[src/rtl/handshake_rx_if.sv]
// Downstream valid/ready bundle of the handshake receiver.
// master drives data/valid, slave returns ready.
interface handshake_rx_if #(
    parameter int DATA_W = 8
);
    logic [DATA_W-1:0] out_data;
    logic              out_valid;
    logic              out_ready;

    modport master (
        output out_data,
        output out_valid,
        input  out_ready
    );

    modport slave (
        input  out_data,
        input  out_valid,
        output out_ready
    );
endinterface

[src/rtl/handshake_rx.sv]
// Receiver side of a 4-phase req/ack word handshake into clk_B.
// Captures the source word once per req pulse and hands it on via valid/ready.
module handshake_rx #(
    parameter int DATA_W      = 8,
    parameter int SYNC_STAGES = 2,
    parameter int TIMEOUT     = 256,
    parameter int CNT_W       = 16
) (
    input  logic              clk_B,
    input  logic              rst_B,
    input  logic              req_in,
    input  logic [DATA_W-1:0] data_in,
    output logic              ack_out,
    handshake_rx_if.master    out_if,
    output logic              busy,
    output logic              timeout_err,
    input  logic              err_clr,
    output logic [CNT_W-1:0]  xfer_cnt
);
    localparam int TW = (TIMEOUT > 0) ? $clog2(TIMEOUT + 1) : 1;
    localparam logic [TW-1:0] TMAX  = TW'(TIMEOUT);
    localparam logic [TW-1:0] TLAST = TW'((TIMEOUT > 0) ? TIMEOUT - 1 : 0);

    typedef enum logic [1:0] {
        IDLE     = 2'd0,
        WAIT_RDY = 2'd1,
        WAIT_REL = 2'd2
    } state_t;

    state_t                 state_q;
    logic [SYNC_STAGES-1:0] sync_q;
    logic                   req_s;
    logic [DATA_W-1:0]      data_q;
    logic                   valid_q;
    logic                   ack_q;
    logic                   err_q;
    logic [TW-1:0]          tmo_q;
    logic [CNT_W-1:0]       cnt_q;
    logic                   tmo_hit;

    assign req_s = sync_q[SYNC_STAGES-1];

    // req_in is asynchronous; only the last flop of the chain is used
    always_ff @(posedge clk_B) begin
        if (rst_B) begin
            sync_q <= '0;
        end else begin
            sync_q <= {sync_q[SYNC_STAGES-2:0], req_in};
        end
    end

    // Counter is about to reach TIMEOUT while the source still holds req.
    // Firing only on that one edge keeps a cleared error from re-setting.
    assign tmo_hit = (TIMEOUT != 0) && (state_q == WAIT_REL) &&
                     req_s && (tmo_q == TLAST);

    // Handshake FSM with registered outputs, counters and sticky error
    always_ff @(posedge clk_B) begin
        if (rst_B) begin
            state_q <= IDLE;
            data_q  <= '0;
            valid_q <= 1'b0;
            ack_q   <= 1'b0;
            tmo_q   <= '0;
            cnt_q   <= '0;
            err_q   <= 1'b0;
        end else begin
            unique case (state_q)
                IDLE: begin
                    if (req_s) begin
                        data_q  <= data_in;
                        valid_q <= 1'b1;
                        state_q <= WAIT_RDY;
                    end
                end
                WAIT_RDY: begin
                    // req dropping early is ignored; the word still goes out
                    if (valid_q && out_if.out_ready) begin
                        valid_q <= 1'b0;
                        ack_q   <= 1'b1;
                        cnt_q   <= cnt_q + CNT_W'(1);
                        tmo_q   <= '0;
                        state_q <= WAIT_REL;
                    end
                end
                WAIT_REL: begin
                    if (!req_s) begin
                        ack_q   <= 1'b0;
                        tmo_q   <= '0;
                        state_q <= IDLE;
                    end else if (tmo_q != TMAX) begin
                        tmo_q <= tmo_q + TW'(1);
                    end
                end
                default: begin
                    state_q <= IDLE;
                    valid_q <= 1'b0;
                    ack_q   <= 1'b0;
                    tmo_q   <= '0;
                end
            endcase

            if (err_clr) begin
                err_q <= 1'b0;
            end
            if (tmo_hit) begin
                err_q <= 1'b1;
            end
        end
    end

    assign ack_out          = ack_q;
    assign out_if.out_data  = data_q;
    assign out_if.out_valid = valid_q;
    assign busy             = (state_q != IDLE);
    assign timeout_err      = err_q;
    assign xfer_cnt         = cnt_q;
endmodule

[src/flat_wrapper.sv]
// flat-port wrapper written by rule: the top's interface ports become plain ports
module handshake_rx_flat 
#(
    parameter int DATA_W      = 8,
    parameter int SYNC_STAGES = 2,
    parameter int TIMEOUT     = 256,
    parameter int CNT_W       = 16
)
  (clk_B, rst_B, req_in, data_in, ack_out, busy, timeout_err, err_clr, xfer_cnt, out_if_out_data, out_if_out_valid, out_if_out_ready);
  handshake_rx_if #(.DATA_W(DATA_W)) out_if_i ();
  input  logic clk_B;
  input  logic rst_B;
  input  logic req_in;
  input  logic [DATA_W-1:0] data_in;
  output logic ack_out;
  output logic busy;
  output logic timeout_err;
  input  logic err_clr;
  output logic [CNT_W-1:0] xfer_cnt;
  output wire logic [$bits(out_if_i.out_data)-1:0] out_if_out_data;
  output wire logic [$bits(out_if_i.out_valid)-1:0] out_if_out_valid;
  input wire logic [$bits(out_if_i.out_ready)-1:0] out_if_out_ready;
  assign out_if_out_data = out_if_i.out_data;
  assign out_if_out_valid = out_if_i.out_valid;
  assign out_if_i.out_ready = out_if_out_ready;
  handshake_rx #(.DATA_W(DATA_W), .SYNC_STAGES(SYNC_STAGES), .TIMEOUT(TIMEOUT), .CNT_W(CNT_W)) u_core (.clk_B(clk_B), .rst_B(rst_B), .req_in(req_in), .data_in(data_in), .ack_out(ack_out), .out_if(out_if_i), .busy(busy), .timeout_err(timeout_err), .err_clr(err_clr), .xfer_cnt(xfer_cnt));
endmodule
[config.mk]
export PLATFORM = sky130hd
export DESIGN_NAME = handshake_rx_flat
export DESIGN_NICKNAME = d
export VERILOG_FILES = /design/src/rtl/handshake_rx_if.sv /design/src/rtl/handshake_rx.sv /design/src/flat_wrapper.sv
export SDC_FILE = /design/constraint.sdc
export NUM_CORES = 1
export LEC_CHECK = 0
export ABC_CLOCK_PERIOD_IN_PS = 4500
export CAP_MARGIN = 40
export CORE_AREA = 5 5 115 63
export DETAILED_ROUTE_END_ITERATION = 8
export DIE_AREA = 0 0 120 68
export GPL_ROUTABILITY_DRIVEN = 0
export PLACE_DENSITY = 0.58
export SLEW_MARGIN = 20
export SYNTH_ARGS = -nofsm -noshare
export SYNTH_HDL_FRONTEND = slang
export SYNTH_SLANG_ARGS = --single-unit
[constraint.sdc]
create_clock -name clk_B -period 4.5 [get_ports clk_B]
set_clock_uncertainty 0.2 [all_clocks]
set_input_delay 0.45 -clock clk_B [delete_from_list [all_inputs] [get_ports clk_B]]
set_output_delay 0.45 -clock clk_B [all_outputs]
set_load 0.03 [all_outputs]
==> Word-level counts from Yosys, hierarchy flattened <==
Cells that the tools add are included.
{ "word_totals": {"register_bits": 40, "latch_bits": 0, "mem_bits_rw": 0, "romBits": 0, "in_bits": 13, "elab_cells": 48, "memories": 0} }
{ "op_classes": {"n_addsub": 2, "mul": 0, "n_div": 0, "order_cmp": 0, "n_eq_ne": 8, "shift": 0, "muxes": 16, "n_bitwise": 2, "reduce_logical": 12} }
{ "op_table": {"columns": ["cell", "n"], "rows": [
  ["9-bit 2-to-1 mux", 3],
  ["9-bit one-hot mux with 3 select lines", 1],
  ["16-bit by 1-bit adder with 16-bit output, second input constant", 1],
  ["3-bit AND reduction", 4],
  ["9-bit by 1-bit adder with 9-bit output, second input constant", 1],
  ["9-bit by 8-bit == test with 1-bit output, second input constant", 1],
  ["9-bit inequality test, second input constant", 1],
  ["1-bit 2-to-1 mux", 6],
  ["2-bit 2-to-1 mux", 3],
  ["1-bit one-hot mux with 3 select lines", 2],
  ["2-bit one-hot mux with 3 select lines", 1],
  ["2-bit by 1-bit inequality test with 1-bit output, second input constant", 2],
  ["2-bit AND reduction", 2],
  ["2-bit nonzero test", 2],
  ["1-bit logical AND", 3],
  ["3-bit inequality test, second input constant", 1],
  ["2-bit by 1-bit == test with 1-bit output, second input constant", 1],
  ["2-bit == test, second input constant", 1],
  ["2-bit logical NOT", 1],
  ["2-bit inequality test, second input constant", 1],
  ["1-bit NOT", 2]
]} }

==> Longest topological paths before layout <==
Gate-level depths: netlist of run 1.
{ "depth": {"word_depth": 4, "mapped_depth": 7} }

==> Worst setup path after synthesis of run 1 <==
OpenSTA, ideal clock, no wires.
{ "synth_path": {"path_kind": "flip-flop to flip-flop", "startpoint": "reg u_core.cnt_q[3] (netlist: u_core.xfer_cnt[3])", "endpoint": "reg u_core.cnt_q[15] (netlist: u_core.xfer_cnt[15])", "setup_ns": 0.121, "t_arrival_ns": 1.889, "required_ns": 4.179, "path_slack_ns": 2.290, "stages_incl_launch_ff": 5, "period_less_slack_ns": 2.210, "path_cell_list": "dfxtp_1 nand4_1 nor4_1 nor3b_1 mux2_2"} }
{ "synth_via": {"elab_chain_cells": 1} }
{ "synth_lines": {"columns": ["item", "line", "text"], "rows": [
  ["from (decl)", "handshake_rx.sv:38", "logic [CNT_W-1:0] cnt_q;"],
  ["from (signal assigned)", "handshake_rx.sv:81", "cnt_q <= cnt_q + CNT_W'(1);"],
  ["16-bit by 1-bit adder with 16-bit output", "handshake_rx.sv:81", null]
]} }
No other way between the ends.
A chain may end at the register's enable or synchronous reset.

==> Worst setup path in the final report of run 1 <==
{ "layout_path": {"startpoint": "in out_if_out_ready", "endpoint": "reg u_core.cnt_q[15] (netlist: u_core.xfer_cnt[15])"} }
{ "layout_via": {"elab_chain_cells": 2} }
{ "layout_lines": {"columns": ["item", "line", "text"], "rows": [
  ["from (decl)", "flat_wrapper.sv:22", "input wire logic [$bits(out_if_i.out_ready)-1:0] out_if_out_ready;"],
  ["1-bit logical AND", "handshake_rx.sv:78", "if (valid_q && out_if.out_ready) begin"],
  ["2-bit AND reduction (no source line)", null, null]
]} }
No other way between the ends.

==> flow_summary.json, run 1 <==
{
  "insertion_delay_ns": 0.27,
  "root_buffer": "clkbuf_16",
  "r2r_start": "u_core.state_q[0]$_SDFFE_PP0P_",
  "grtUsageMet2_pct": 13.8,
  "postSynthAreaPerCell_um2": 8.60,
  "clock-sinks": 40,
  "path_max_fanout": 7,
  "ios": 41,
  "synth_area_mm2": 0.00175,
  "fmax_ghz": 0.399,
  "dr.pass1.iters": 4,
  "period_minus_slack_ns": 2.51,
  "reg2reg_to": "u_core.xfer_cnt[15]$_SDFFE_PP0P_",
  "cp-start-kind": "primary input",
  "r2r_slack_ns": 2.25,
  "drive_gt1_share_pct": 6.88,
  "vias": 1506,
  "grt_pass1_vias": 1392,
  "start_util_pct": 27.9,
  "core_mm2": 0.00628,
  "hp-class": "reg2reg",
  "critPathMaxStageDelay_ns": 0.63,
  "finalSetupViolCount": 0,
  "whs_path_depth": 1,
  "grt_max_degree": 21,
  "synthDistinctLibCells": 37,
  "worstSetupPathType": "in2reg",
  "ant_nets": 0,
  "clk_path_buf_depth": 2,
  "cts_resized": 0,
  "min-delay-start": "u_core.sync_q[0]$_SDFF_PP0_",
  "avgViaCountPerCell": 4.61,
  "yosys_warnings": 0,
  "diodes": 0,
  "die_area_mm2": 0.00816,
  "tightest_slew_ns": 0.637,
  "setup_tns_ns": 0,
  "rows": 21,
  "grtUsageMet1_pct": 15.1,
  "busiest_layer": "met1",
  "worstPathArrival_ns": 2.47,
  "hold_viol_final": 0,
  "post_cts_buffers": 0,
  "postCtsHoldBufs": 0,
  "p_leak_nw": 0.891,
  "status": "finished, final reports clean",
  "nNetsFinal": 263,
  "final_util_pct": 38.6,
  "routedWlPerCell_um": 12.5,
  "cts_made_buffers": 5,
  "rr_worst_depth": 4,
  "synth_edf_count": 0,
  "slew_headroom_pct": 57.1,
  "grt_pass1_wl_mm": 6.88,
  "cts_tree": "yes",
  "htree_levels": 2,
  "routed_wl_mm": 4.08,
  "dp_hpwl_mm": 3.04,
  "drt_iter0_drc": 98,
  "io_buffer_count": 40,
  "min_to": "u_core.sync_q[1]$_SDFF_PP0_",
  "synthFlopType": "dfxtp_1",
  "critPathCaptureType": "flip-flop",
  "syn_inst": 204,
  "crit_chain": "clkdlybuf4s50_1, nand4b_4, nor4_1, nor3b_1, mux2_2",
  "grt.overflow.total": 0,
  "worstPathRequired_ns": 4.46,
  "fin_area_mm2": 0.00242,
  "rsz0062_at_grt": "false",
  "power_density_mw_per_mm2": 330,
  "cts.clk_slew.worst_paths_ns": 0.06,
  "fp.dieW_um": 120,
  "ys_seq_area_share_pct": 45.6,
  "area_growth_pct": 38.1,
  "drc": 0,
  "track_usage_pct": 10.8,
  "cp_slowest_cell": "clkdlybuf4s50_1",
  "final.period_utilization_pct": 55.7,
  "maxSlewViolCount": 0,
  "syn_nets": 221,
  "synth_seq_cells": 40,
  "placed_cell_area_mm2": 0.00226,
  "async_flop_share_pct": 0,
  "antenna_found_initial": 0,
  "drv_cap": 0,
  "fp.dieH_um": 68,
  "vdd_drop_max_mv": 0.201,
  "use_met3_pct": 5.53
}
stage by stage:
step | setup slack (ns) | hold slack [ns] | power, mW | instances
floorplan | 2.29 | 0.214 | 0.391 | 204
global placement | 1.73 | 0.218 | 0.414 | 318
CTS | 1.97 | 0.250 | 0.813 | 327
finish | 1.99 | 0.248 | 0.800 | 327
global route | 1.79 | 0.266 | 0.835 | 327
detailed placement | 1.68 | 0.235 | 0.417 | 319
cells in the mapped netlist, drive strengths merged, types with 2 or more instances:
cell type  number  share of area [%]
a21oi          18                5.1
a31oi           2               0.71
and3            3                1.1
buf             2               0.71
clkbuf          5                1.1
dfxtp          40                 46
ha              4                2.9
inv             8                1.7
mux2            3                1.9
nand2          27                5.8
nand3           9                2.9
nand3b          2                1.6
nand4           4                1.4
nand4b          2                1.9
nor2           23                4.9
nor2b           6                2.1
nor3            7                2.0
nor4            3                1.1
o21ai           6                1.7
or3             6                2.1
xnor2          10                5.0
xor2            3                1.5
placed cells by master, fill, tap and decap left out, drive strengths merged, types with 4 or more instances in the layout:
master          n
xnor2          10
or3             6
nor2           23
nand2          27
clkdlybuf4s50  40
nand4           4
o21ai           6
clkbuf          6
nand3           9
a21oi          18
dfxtp          40
nor3            7
nor2b           6
ha              4
inv             8
how the worst max path moves through the flow:
stage / from / to / depth (start not counted)
floorplan: u_core.xfer_cnt[3]$_SDFFE_PP0P_ / u_core.xfer_cnt[15]$_SDFFE_PP0P_ / 4
global placement: out_if_out_ready / u_core.xfer_cnt[15]$_SDFFE_PP0P_ / 5
detailed placement: out_if_out_ready / u_core.xfer_cnt[15]$_SDFFE_PP0P_ / 5
CTS: out_if_out_ready / u_core.xfer_cnt[15]$_SDFFE_PP0P_ / 5
global route: out_if_out_ready / u_core.xfer_cnt[15]$_SDFFE_PP0P_ / 5
finish: out_if_out_ready / u_core.xfer_cnt[15]$_SDFFE_PP0P_ / 5
layout make-up:
class	instances	area (µm²)
timing repair buffer	42	435
clock buffer	6	129
clock inverter	2	35.0
inverter	8	30.0
sequential	40	801
fill	633	3860
tap	80	100
multi-input combinational	149	892
metal layers:
metal | wire (µm) | vias to the layer above
met4 | 34 | 0
met3 | 394 | 4
met2 | 1470 | 48
met5 | 0 | -
li1 | - | 785
met1 | 2180 | 669
where the power goes:
group	switching, mW	internal, mW	total [mW]
logic	0.0232	0.0222	0.0454
registers	0.00453	0.359	0.363
clock network	0.131	0.260	0.391
registers in the layout, indices dropped and copies added (netlist names):
signal                   count
u_core.timeout_err           1
u_core.out_if.out_data       8
u_core.sync_q                2
u_core.out_if.out_valid      1
u_core.state_q               2
u_core.ack_out               1
u_core.tmo_q                 9
u_core.xfer_cnt             16
kinds of logic (layout without fill, tap and decap cells):
| family | count (synthesis) | in the layout | share of synthesized area (%) |
|---|---|---|---|
| mux | 3 | 3 | 1.93 |
| compound gates | 31 | 31 | 9.70 |
| simple gates | 98 | 98 | 29.9 |
| xor+xnor | 13 | 13 | 6.49 |
| flops | 40 | 40 | 45.6 |
| buf+inv | 15 | 58 | 3.50 |
| fa+ha+maj | 4 | 4 | 2.85 |
worst max-delay path: cells and delay by family:
kind	cells	cell delay [ns]
simple gates	3	1.04
mux	1	0.36
buf+inv	1	0.63
(Power assumes the default switching activity.)
==> run 2: changes to the inputs <==
--- a/config.mk
+++ b/config.mk
@@ -5,7 +5,7 @@
 export SDC_FILE = /design/constraint.sdc
 export NUM_CORES = 1
 export LEC_CHECK = 0
-export ABC_CLOCK_PERIOD_IN_PS = 4500
+export ABC_CLOCK_PERIOD_IN_PS = 2500
 export CAP_MARGIN = 40
 export CORE_AREA = 5 5 115 63
 export DETAILED_ROUTE_END_ITERATION = 8
==> constraint.sdc (replaced) <==
create_clock -name clk_B -period 2.5 [get_ports clk_B]
set_clock_uncertainty 0.2 [all_clocks]
set_input_delay 0.25 -clock clk_B [delete_from_list [all_inputs] [get_ports clk_B]]
set_output_delay 0.25 -clock clk_B [all_outputs]
set_load 0.03 [all_outputs]
==> flow_summary.json, run 2 (same netlist as run 1, synthesis figures left out) <==
{
  "cp_slowest_cell": "clkdlybuf4s50_1",
  "clock-sinks": 40,
  "drv_cap": 0,
  "io_buffer_count": 40,
  "post_cts_buffers": 0,
  "dp_hpwl_mm": 2.91,
  "r2r_start": "u_core.xfer_cnt[0]$_SDFFE_PP0P_",
  "tightest_slew_ns": 0.425,
  "final.period_utilization_pct": 87.4,
  "p_leak_nw": 0.899,
  "area_growth_pct": 37.8,
  "most-common-layout-cells": "clkdlybuf4s50_1, dfxtp_1, nand2_1",
  "critPathMaxStageDelay_ns": 0.68,
  "path_max_fanout": 7,
  "cts_tree": "yes",
  "root_buffer": "clkbuf_16",
  "largest_reg_flops": 16,
  "nNetsFinal": 269,
  "hp-class": "reg2reg",
  "fmax_ghz": 0.458,
  "crit_buf_inv": 3,
  "fp.dieH_um": 68,
  "rsz0062_at_grt": "false",
  "crit_chain": "buf_4, nor2_1, inv_1, clkdlybuf4s50_1",
  "htree_levels": 2,
  "clk_path_buf_depth": 2,
  "vdd_drop_max_mv": 0.254,
  "start_util_pct": 27.9,
  "hold_viol_final": 0,
  "final_util_pct": 38.5,
  "critPathCaptureType": "output port",
  "fp.dieW_um": 120,
  "antenna_found_initial": 0,
  "core_mm2": 0.00628,
  "diodes": 0,
  "vias": 1481,
  "cts_resized": 0,
  "worstPathRequired_ns": 2.05,
  "dr.pass1.iters": 4,
  "status": "finished, final reports clean",
  "crit_family": "buffers and inverters",
  "worstPathArrival_ns": 1.74,
  "avgViaCountPerCell": 4.46,
  "drive_gt1_share_pct": 8.73,
  "grt_max_degree": 13,
  "rows": 21,
  "track_usage_pct": 10.6,
  "drt_iter0_drc": 76,
  "cp-start-kind": "flip-flop",
  "routed_wl_mm": 3.92,
  "grt.overflow.total": 0,
  "postCtsHoldBufs": 0,
  "ant_nets": 0,
  "maxSlewViolCount": 0,
  "dp_slack_ns": 0.173,
  "grt_pass1_vias": 1413,
  "period_minus_slack_ns": 2.19,
  "slew_headroom_pct": 71.4,
  "routedWlPerCell_um": 11.8,
  "min-delay-start": "u_core.sync_q[0]$_SDFF_PP0_",
  "power_density_mw_per_mm2": 550,
  "cts_made_buffers": 5,
  "grt_pass1_wl_mm": 6.80,
  "drc": 0,
  "setup_tns_ns": 0,
  "setup_slack_ns": 0.315,
  "ios": 41,
  "cts.clk_slew.worst_paths_ns": 0.05,
  "crit_path_start": "u_core.state_q[0]$_SDFFE_PP0P_",
  "insertion_delay_ns": 0.27,
  "fill_cells": 631,
  "worstSetupPathType": "reg2out",
  "finalSetupViolCount": 0,
  "die_area_mm2": 0.00816
}
run 2: changes by cell type in the layout (fill, tap and decap cells not counted):
cell / change
buf_4: +7
buf_16: -1
bufinv_16: -1
run 2: worst paths after layout:
| check | to | slack [ns] | cells past startpoint |
|---|---|---|---|
| worst max-delay path | busy | 0.31 | 4 |
| worst min-delay path | u_core.sync_q[1]$_SDFF_PP0_ | 0.24 | 1 |
| worst max register to register | u_core.xfer_cnt[12]$_SDFFE_PP0P_ | 0.45 | 5 |
| worst min register to register | u_core.sync_q[1]$_SDFF_PP0_ | 0.24 | 1 |
run 2: power breakdown:
group / internal [mW] / leakage [nW] / switching [mW]
combinational: 0.0408 / 0.509 / 0.0447
sequential: 0.646 / 0.323 / 0.00572
clock: 0.362 / 0.0667 / 0.230
total: 1.05 / 0.899 / 0.280
run 2: cell type report:
cell class,instances,area (µm²),area share (%)
tap,80,100,4.14
inverter,8,30.0,1.24
multi-input combinational,149,892,36.9
clock buffer,6,129,5.33
sequential,40,801,33.1
clock inverter,1,5.00,0.207
timing repair buffer,48,460,19.0
run 2: worst register-to-register path: cells and delay by family (launching register included):
family	cells	cell delay [ns]
flip-flops	1	0.39
AND/OR/NAND/NOR	3	1.02
AO/OA/AOI/OAI	1	0.14
adder cells (fa/ha/maj)	1	0.24
run 2: layer usage:
layer | track usage (%) | vias up | wire length [µm]
met5 | 0 | - | 0
met4 | 3.00 | 0 | 21
met3 | 5.20 | 2 | 290
met2 | 14.6 | 29 | 1390
met1 | 14.6 | 657 | 2220
li1 | - | 793 | -
run 2: per-stage QoR:
step	instances	total power, mW	hold WS [ns]	cell area [µm²]
2_1_floorplan	204	0.705	0.178	1750
3_3_place_gp	325	0.751	0.226	2280
3_5_place_dp	325	0.751	0.236	2280
4_1_cts	332	1.35	0.250	2420
5_1_grt	332	1.39	0.273	2420
6_report	332	1.33	0.239	2420
==> run 3: changes to the inputs <==
--- a/config.mk
+++ b/config.mk
@@ -11,6 +11,7 @@
 export DETAILED_ROUTE_END_ITERATION = 8
 export DIE_AREA = 0 0 120 68
 export GPL_ROUTABILITY_DRIVEN = 0
+export HOLD_SLACK_MARGIN = 0.05
 export PLACE_DENSITY = 0.58
 export SLEW_MARGIN = 20
 export SYNTH_ARGS = -nofsm -noshare
==> results of run 3 <==
Final layout, timing and power as in run 2 (identical DEF).
